<file path="src/rtl/rv_instr_encoder_if.sv">
// Handshake and field bundle between an instruction-stream producer and the
// RV32I encoder; master drives requests, slave is the encoder.
interface rv_instr_encoder_if #(
  parameter int unsigned DEPTH = 4
);
  logic                      in_valid;
  logic                      in_ready;
  logic [3:0]                in_class;
  logic [2:0]                in_funct3;
  logic                      in_alt;
  logic [4:0]                in_rd;
  logic [4:0]                in_rs1;
  logic [4:0]                in_rs2;
  logic [31:0]               in_imm;
  logic                      load_addr;
  logic [31:0]               addr_in;
  logic                      out_valid;
  logic                      out_ready;
  logic [31:0]               out_addr;
  logic [31:0]               out_data;
  logic                      err;
  logic [$clog2(DEPTH):0]    level;

  modport master (
    output in_valid, in_class, in_funct3, in_alt, in_rd, in_rs1, in_rs2, in_imm,
           load_addr, addr_in, out_ready,
    input  in_ready, out_valid, out_addr, out_data, err, level
  );

  modport slave (
    input  in_valid, in_class, in_funct3, in_alt, in_rd, in_rs1, in_rs2, in_imm,
           load_addr, addr_in, out_ready,
    output in_ready, out_valid, out_addr, out_data, err, level
  );
endinterface

</file>
<file path="src/rtl/rv_instr_encoder.sv">
// RV32I field-to-machine-word encoder with legality checking, an output FIFO
// and an auto-incrementing word address for the instruction-memory loader.
module rv_instr_encoder #(
  parameter int unsigned DEPTH     = 4,
  parameter logic [31:0] BASE_ADDR = 32'h0000_0000
) (
  input logic              clk,
  input logic              rst_n,
  rv_instr_encoder_if.slave bus
);
  localparam int unsigned PTR_W = $clog2(DEPTH);
  localparam int unsigned LVL_W = PTR_W + 1;

  localparam logic [3:0] C_R      = 4'd0;
  localparam logic [3:0] C_OPIMM  = 4'd1;
  localparam logic [3:0] C_LOAD   = 4'd2;
  localparam logic [3:0] C_STORE  = 4'd3;
  localparam logic [3:0] C_BRANCH = 4'd4;
  localparam logic [3:0] C_LUI    = 4'd5;
  localparam logic [3:0] C_AUIPC  = 4'd6;
  localparam logic [3:0] C_JAL    = 4'd7;
  localparam logic [3:0] C_JALR   = 4'd8;

  function automatic logic is_legal(input logic [3:0] cls, input logic [2:0] f3,
                                    input logic alt, input logic [31:0] imm);
    logic ok_i, ok_b, ok_j, ok_sh, alt_ok, legal;
    // Range checks are written as "value survives sign-extension from the field width".
    ok_i   = (imm == {{20{imm[11]}}, imm[11:0]});
    ok_b   = (imm == {{19{imm[12]}}, imm[12:0]}) && (imm[0] == 1'b0);
    ok_j   = (imm == {{11{imm[20]}}, imm[20:0]}) && (imm[0] == 1'b0);
    ok_sh  = (imm[31:5] == 27'd0);
    alt_ok = !alt || ((cls == C_R) && ((f3 == 3'b000) || (f3 == 3'b101)))
                  || ((cls == C_OPIMM) && (f3 == 3'b101));
    case (cls)
      C_R:             legal = 1'b1;
      C_OPIMM:         legal = ((f3 == 3'b001) || (f3 == 3'b101)) ? ok_sh : ok_i;
      C_LOAD:          legal = ok_i && (f3 != 3'b011) && (f3 != 3'b110) && (f3 != 3'b111);
      C_STORE:         legal = ok_i && (f3 <= 3'b010);
      C_BRANCH:        legal = ok_b && (f3 != 3'b010) && (f3 != 3'b011);
      C_LUI, C_AUIPC:  legal = (imm[11:0] == 12'd0);
      C_JAL:           legal = ok_j;
      C_JALR:          legal = ok_i;
      default:         legal = 1'b0;
    endcase
    return legal && alt_ok;
  endfunction

  function automatic logic [31:0] encode(input logic [3:0] cls, input logic [2:0] f3,
                                         input logic alt, input logic [4:0] rd,
                                         input logic [4:0] rs1, input logic [4:0] rs2,
                                         input logic [31:0] imm);
    logic [6:0]  f7;
    logic [31:0] w;
    f7 = alt ? 7'b0100000 : 7'b0000000;
    case (cls)
      C_R:      w = {f7, rs2, rs1, f3, rd, 7'b0110011};
      C_OPIMM:  w = ((f3 == 3'b001) || (f3 == 3'b101))
                    ? {f7, imm[4:0], rs1, f3, rd, 7'b0010011}
                    : {imm[11:0], rs1, f3, rd, 7'b0010011};
      C_LOAD:   w = {imm[11:0], rs1, f3, rd, 7'b0000011};
      C_STORE:  w = {imm[11:5], rs2, rs1, f3, imm[4:0], 7'b0100011};
      C_BRANCH: w = {imm[12], imm[10:5], rs2, rs1, f3, imm[4:1], imm[11], 7'b1100011};
      C_LUI:    w = {imm[31:12], rd, 7'b0110111};
      C_AUIPC:  w = {imm[31:12], rd, 7'b0010111};
      C_JAL:    w = {imm[20], imm[10:1], imm[11], imm[19:12], rd, 7'b1101111};
      C_JALR:   w = {imm[11:0], rs1, 3'b000, rd, 7'b1100111};
      default:  w = 32'd0;
    endcase
    return w;
  endfunction

  logic [31:0]      mem_r [DEPTH];
  logic [PTR_W-1:0] wr_ptr_r, rd_ptr_r;
  logic [LVL_W-1:0] level_r, level_nxt_s;
  logic [31:0]      out_data_r, out_addr_r, head_nxt_s, word_s;
  logic             out_valid_r, in_ready_r, err_r;
  logic             accept_s, legal_s, push_s, pop_s, reject_s;

  assign word_s   = encode(bus.in_class, bus.in_funct3, bus.in_alt, bus.in_rd,
                           bus.in_rs1, bus.in_rs2, bus.in_imm);
  assign legal_s  = is_legal(bus.in_class, bus.in_funct3, bus.in_alt, bus.in_imm);
  assign accept_s = bus.in_valid && in_ready_r;
  assign push_s   = accept_s && legal_s;
  assign reject_s = accept_s && !legal_s;
  assign pop_s    = out_valid_r && bus.out_ready;

  // Next occupancy and the word that will sit at the head after this edge.
  always_comb begin
    level_nxt_s = level_r + LVL_W'(push_s) - LVL_W'(pop_s);
    head_nxt_s  = out_data_r;
    if (pop_s) begin
      if (level_r > LVL_W'(1)) begin
        head_nxt_s = mem_r[rd_ptr_r + PTR_W'(1)];
      end else if (push_s) begin
        head_nxt_s = word_s;
      end else begin
        head_nxt_s = out_data_r;
      end
    end else if ((level_r == LVL_W'(0)) && push_s) begin
      head_nxt_s = word_s;
    end else begin
      head_nxt_s = out_data_r;
    end
  end

  // FIFO storage, pointers, address counter and registered status outputs.
  always_ff @(posedge clk or negedge rst_n) begin
    if (!rst_n) begin
      for (int i = 0; i < int'(DEPTH); i++) begin
        mem_r[i] <= 32'd0;
      end
      wr_ptr_r    <= '0;
      rd_ptr_r    <= '0;
      level_r     <= '0;
      out_data_r  <= 32'd0;
      out_addr_r  <= BASE_ADDR;
      out_valid_r <= 1'b0;
      in_ready_r  <= 1'b1;
      err_r       <= 1'b0;
    end else begin
      if (push_s) begin
        mem_r[wr_ptr_r] <= word_s;
        wr_ptr_r        <= wr_ptr_r + PTR_W'(1);
      end
      if (pop_s) begin
        rd_ptr_r <= rd_ptr_r + PTR_W'(1);
      end
      // An explicit reload wins over the post-pop increment.
      if (bus.load_addr) begin
        out_addr_r <= {bus.addr_in[31:2], 2'b00};
      end else if (pop_s) begin
        out_addr_r <= out_addr_r + 32'd4;
      end
      if (reject_s) begin
        err_r <= 1'b1;
      end else if (bus.load_addr) begin
        err_r <= 1'b0;
      end
      level_r     <= level_nxt_s;
      out_data_r  <= head_nxt_s;
      out_valid_r <= (level_nxt_s != LVL_W'(0));
      in_ready_r  <= (level_nxt_s != LVL_W'(DEPTH));
    end
  end

  assign bus.in_ready  = in_ready_r;
  assign bus.out_valid = out_valid_r;
  assign bus.out_addr  = out_addr_r;
  assign bus.out_data  = out_data_r;
  assign bus.err       = err_r;
  assign bus.level     = level_r;
endmodule

</file>
<file path="src/flat_wrapper.sv">
// flat-port wrapper written by rule: the top's interface ports become plain ports
module rv_instr_encoder_flat 
#(
  parameter int unsigned DEPTH     = 4,
  parameter logic [31:0] BASE_ADDR = 32'h0000_0000
)
  (clk, rst_n, bus_in_valid, bus_in_class, bus_in_funct3, bus_in_alt, bus_in_rd, bus_in_rs1, bus_in_rs2, bus_in_imm, bus_load_addr, bus_addr_in, bus_out_ready, bus_in_ready, bus_out_valid, bus_out_addr, bus_out_data, bus_err, bus_level);
  rv_instr_encoder_if #(.DEPTH(DEPTH)) bus_i ();
  input logic clk;
  input logic rst_n;
  input wire logic [$bits(bus_i.in_valid)-1:0] bus_in_valid;
  input wire logic [$bits(bus_i.in_class)-1:0] bus_in_class;
  input wire logic [$bits(bus_i.in_funct3)-1:0] bus_in_funct3;
  input wire logic [$bits(bus_i.in_alt)-1:0] bus_in_alt;
  input wire logic [$bits(bus_i.in_rd)-1:0] bus_in_rd;
  input wire logic [$bits(bus_i.in_rs1)-1:0] bus_in_rs1;
  input wire logic [$bits(bus_i.in_rs2)-1:0] bus_in_rs2;
  input wire logic [$bits(bus_i.in_imm)-1:0] bus_in_imm;
  input wire logic [$bits(bus_i.load_addr)-1:0] bus_load_addr;
  input wire logic [$bits(bus_i.addr_in)-1:0] bus_addr_in;
  input wire logic [$bits(bus_i.out_ready)-1:0] bus_out_ready;
  output wire logic [$bits(bus_i.in_ready)-1:0] bus_in_ready;
  output wire logic [$bits(bus_i.out_valid)-1:0] bus_out_valid;
  output wire logic [$bits(bus_i.out_addr)-1:0] bus_out_addr;
  output wire logic [$bits(bus_i.out_data)-1:0] bus_out_data;
  output wire logic [$bits(bus_i.err)-1:0] bus_err;
  output wire logic [$bits(bus_i.level)-1:0] bus_level;
  assign bus_i.in_valid = bus_in_valid;
  assign bus_i.in_class = bus_in_class;
  assign bus_i.in_funct3 = bus_in_funct3;
  assign bus_i.in_alt = bus_in_alt;
  assign bus_i.in_rd = bus_in_rd;
  assign bus_i.in_rs1 = bus_in_rs1;
  assign bus_i.in_rs2 = bus_in_rs2;
  assign bus_i.in_imm = bus_in_imm;
  assign bus_i.load_addr = bus_load_addr;
  assign bus_i.addr_in = bus_addr_in;
  assign bus_i.out_ready = bus_out_ready;
  assign bus_in_ready = bus_i.in_ready;
  assign bus_out_valid = bus_i.out_valid;
  assign bus_out_addr = bus_i.out_addr;
  assign bus_out_data = bus_i.out_data;
  assign bus_err = bus_i.err;
  assign bus_level = bus_i.level;
  rv_instr_encoder #(.DEPTH(DEPTH), .BASE_ADDR(BASE_ADDR)) u_core (.clk(clk), .rst_n(rst_n), .bus(bus_i));
endmodule
</file>
<file path="config.mk">
export PLATFORM = sky130hd
export DESIGN_NAME = rv_instr_encoder_flat
export DESIGN_NICKNAME = d
export VERILOG_FILES = /design/src/rtl/rv_instr_encoder_if.sv /design/src/rtl/rv_instr_encoder.sv /design/src/flat_wrapper.sv
export SDC_FILE = /design/constraint.sdc
export NUM_CORES = 1
export LEC_CHECK = 0
export ABC_AREA = 1
export CAP_MARGIN = 10
export CELL_PAD_IN_SITES_DETAIL_PLACEMENT = 1
export CELL_PAD_IN_SITES_GLOBAL_PLACEMENT = 1
export CORE_MARGIN = 5
export CORE_UTILIZATION = 43
export CTS_CLUSTER_DIAMETER = 30
export DETAILED_ROUTE_END_ITERATION = 12
export PLACE_DENSITY_LB_ADDON = 0.3
export SLEW_MARGIN = 20
export SYNTH_ARGS = -nofsm -noshare
export SYNTH_HDL_FRONTEND = slang
export SYNTH_SLANG_ARGS = --single-unit
</file>
<file path="constraint.sdc">
create_clock -name clk -period 5 [get_ports clk]
set_input_delay 0.5 -clock clk [delete_from_list [all_inputs] [get_ports clk]]
set_output_delay 0.5 -clock clk [all_outputs]
set_load 0.03 [all_outputs]
</file>
==> metrics.md <==
| Metric | Value |
|---|---|
| Status | `completed` |
| Pwr/cell area | `about 460 nW/um2` |
| Root buffer cell | `clkbuf_16` |
| Std-Cell Rows | `57` |
| Largest family of logic cells by synthesized area | `simple AND/OR/NAND/NOR gates` |
| CP Cell Sequence | `clkdlybuf4s50_1, nor2_2, nand3_1, nand2_1, inv_2, nand2_1, nand2_1, nor2_1, nor2_1, nand2_1, nand3_2, clkinv_2, buf_4, buf_4, nand3_1, nand2_1` |
| Post-Syn Instances | `around 1,400` |
| Share of cells above drive strength 1 | `5.385%` |
| Mapped cell area | `10,570 um2` |
| Mux contribution to synthesized area | `0%` |
| Setup Crit Path Kind | `input port to register` |
| CTS tree | `built` |
| Buf/Inv on CP | `5` |
| Final setup viols | `0` |
| CP Capture Type | `register` |
| Commonest non-fill, non-tap cell in the layout | `nand2_1` |
| CP required | `5.37 ns` |
| Slew Limit Fails | `0` |
| Die Span Y | `166.8 um` |
| Final GP Congestion | `just over 0.9` |
| Period minus WS final | `around 3.2 ns` |
| Residual DRC | `0` |
| Vias in the first global route | `11,170` |
| Fin Hold WS | `0.2060 ns` |
| Ports | `162` |
| Critical Path Stages | `16` |
| Final hold vios | `0` |
| Post-Synth Adder-Cell Area | `between 1 and 1.5%` |
| Max clock buf depth | `2` |
| Initial antenna violation count | `0` |
| Fmax | `316.6 MHz` |
| Post-synth EDFFs | `0` |
| Final setup TNS | `0 ns` |
| Crit path largest cell delay | `0.55 ns` |
| DP Wirelength | `25.95 mm` |
| WL/cell | `approximately 20 um` |
| Sequential area share after synthesis | `46.17%` |
| Most frequent cells in the layout | `nand2_1 (547), dfrtp_1 (194), nand3_1 (186)` |
| Initial drt markers | `849` |
| Clk sink count | `195` |
| Postcts setup bufs | `0` |
| Peak supply drop | `0.2308 mV` |
| Worst-Skew Late Latency | `about 0.45 ns` |
| Largest net degree at the start of global routing | `118` |
| Netlist cell types | `47` |
| Synth Area in XOR/XNOR | `2.568%` |
| Cell taking the most area after synthesis | `dfrtp_1` |
| Synth Area in Compound Gates | `9.491%` |
| Grt ovf | `0` |
| Max-Cap Viols | `0` |
| Crit path launch type | `input port` |
| Starting density of the core | `about 44%` |
| Max H-tree Level | `4` |
| Global-route wire length before repair | `60.84 mm` |
| Clk pin slew, worst setup/hold paths | `around 0.070 ns` |
| Final wirelength | `around 38 mm` |
| Simple-Gate Fraction of Synth Area | `33.81%` |
| R2r worst-path depth | `6` |
| Die area | `~28,000 um2` |
| Async S/R FF share, synth | `100.0%` |
| Die span in x | `166.8 um` |
| ANT cells | `0` |
| Leakage | `between 6 and 7 nW` |
| DR pass1 iterations | `5` |
| CP Data Arrival Time | `3.53 ns` |
| Port Buffers | `157` |
| Critical path's top delay family | `buffers and inverters` |
| Nets | `1,650` |
| Fillers | `3,087` |
| Layout Skew | `0.01629 ns` |
| Core Region | `24,250 um2` |
| Synth Flop Type | `dfrtp_1` |
| Mean post-synth cell area | `7.446 um2` |
| CTS Buf Count | `17` |
| Final period utilization | `63.17%` |
| Power after layout | `approximately 6 mW` |
| CP dominant cell by count | `nand2_1` |
| RSZ-0062 raised after global routing | `no` |
| Hold crit path type | `input port to async pin` |
| CP max stage cell | `clkdlybuf4s50_1` |
| Reg area | `a little under 5000 um2` |
| Via density | `about 5.6` |
| Slew @ Worst Pin | `0.9833 ns` |
| Resized Gates After CTS | `0` |
| CTS Hold Bufs | `0` |
| Largest cells by area after synthesis | `dfrtp_1 (46%), nand2_1 (19%), nand3_1 (8.8%), nor2_1 (3.5%), inv_1 (2.8%)` |
| Syn. warnings | `0` |
| Worst relative slew slack | `roughly a third` |
| Multi-input gate area | `5031 um2` |
| Share of the synthesized area in the top cell type | `45.92%` |
| Vias | `10,620` |
| Synth-to-layout area growth | `23.09%` |
| DRT antenna net count | `0` |
| Flops & latches, synth | `a little under 200` |
| GRT Total Usage | `27.13%` |
| Crit-path max FO | `37` |
[cells by family after synthesis]
| logic type | count (synthesis) |
|---|---|
| buffers and inverters | 166 |
| and+or+nand+nor | 867 |
| xor gates and xnor gates | 31 |
| DFF | 195 |
| AOI/OAI and AO/OA | 149 |
| adders and majority gates | 11 |
| other | 1 |
[registers in the layout (all words and copies together) (netlist names)]
signal,count
u_core.wr_ptr_r,2
u_core.rd_ptr_r,2
u_core.bus.out_data,31
u_core.mem_r,124
u_core.bus.in_ready,1
u_core.bus.out_valid,1
u_core.bus.level,3
u_core.bus.err,1
u_core.bus.out_addr,30
[path summary, 6_finish.rpt]
check / startpoint / end / slack [ns]
setup / recovery: bus_in_class[0] / u_core.mem_r[102] / 1.84
hold / removal: rst_n / u_core.bus.out_data[17] / 0.21
setup reg to reg: u_core.wr_ptr_r[0] / u_core.mem_r[57] / 2.42
hold reg to reg: u_core.mem_r[1] / u_core.mem_r[1] / 0.46
max in group asynchronous: rst_n / u_core.mem_r[95] / 3.65
min in group clk: u_core.mem_r[1] / u_core.mem_r[1] / 0.46
[per-layer routing]
layer	wire (um)	track usage, %	up-vias
met5	0	0	-
met4	959	8.609	0
met3	2391	4.764	72
met2	18530	46.61	382
met1	15910	35.04	5293
li1	-	-	4871
[report_power, final]
part / switching (mW) / total (mW) / internal, mW
Combinational: 1.75 / 2.53 / 0.778
Clock: 0.698 / 1.36 / 0.666
Sequential: 0.232 / 2.11 / 1.87
[cells in the mapped netlist (12+ instances only)]
| master | number |
|---|---|
| o21ai_0 | 27 |
| nand2_1 | 547 |
| xor2_1 | 24 |
| nand3_1 | 186 |
| dfrtp_1 | 194 |
| nor2_1 | 99 |
| clkbuf_1 | 44 |
| inv_1 | 80 |
| o31ai_1 | 13 |
| a22oi_1 | 27 |
| buf_2 | 23 |
| o211ai_1 | 16 |
| nor3_1 | 12 |
| a21oi_1 | 18 |
[worst register-to-register path: cells and delay by family, from the launching register on]
family | cells | cell delay, ns
adders and majority gates | 1 | 0.78
buffers and inverters | 2 | 0.52
DFF | 1 | 0.43
and+or+nand+nor | 3 | 0.71
[layout make-up]
type,count,area share (%)
Tap cell,324,3.115
Clock inverter,14,1.058
Sequential cell,195,37.51
Inverter,88,2.548
Multi-Input combinational cell,1060,38.66
Clock buffer,18,3.298
Timing Repair Buffer,185,13.82
[per-stage QoR]
| stage | util (%) | cell area [um2] | setup slack (ns) | instances |
|---|---|---|---|---|
| finish | 53.67 | 13010 | 1.841 | 1884 |
| global route | 53.67 | 13010 | 1.580 | 1884 |
| CTS | 53.67 | 13010 | 1.860 | 1884 |
| detailed placement | 51.33 | 12450 | 1.457 | 1852 |
| global placement | 51.33 | 12450 | 1.563 | 1852 |
| floorplan | - | 10580 | 2.305 | 1421 |
Note: power is estimated with default switching activity, not from simulation.
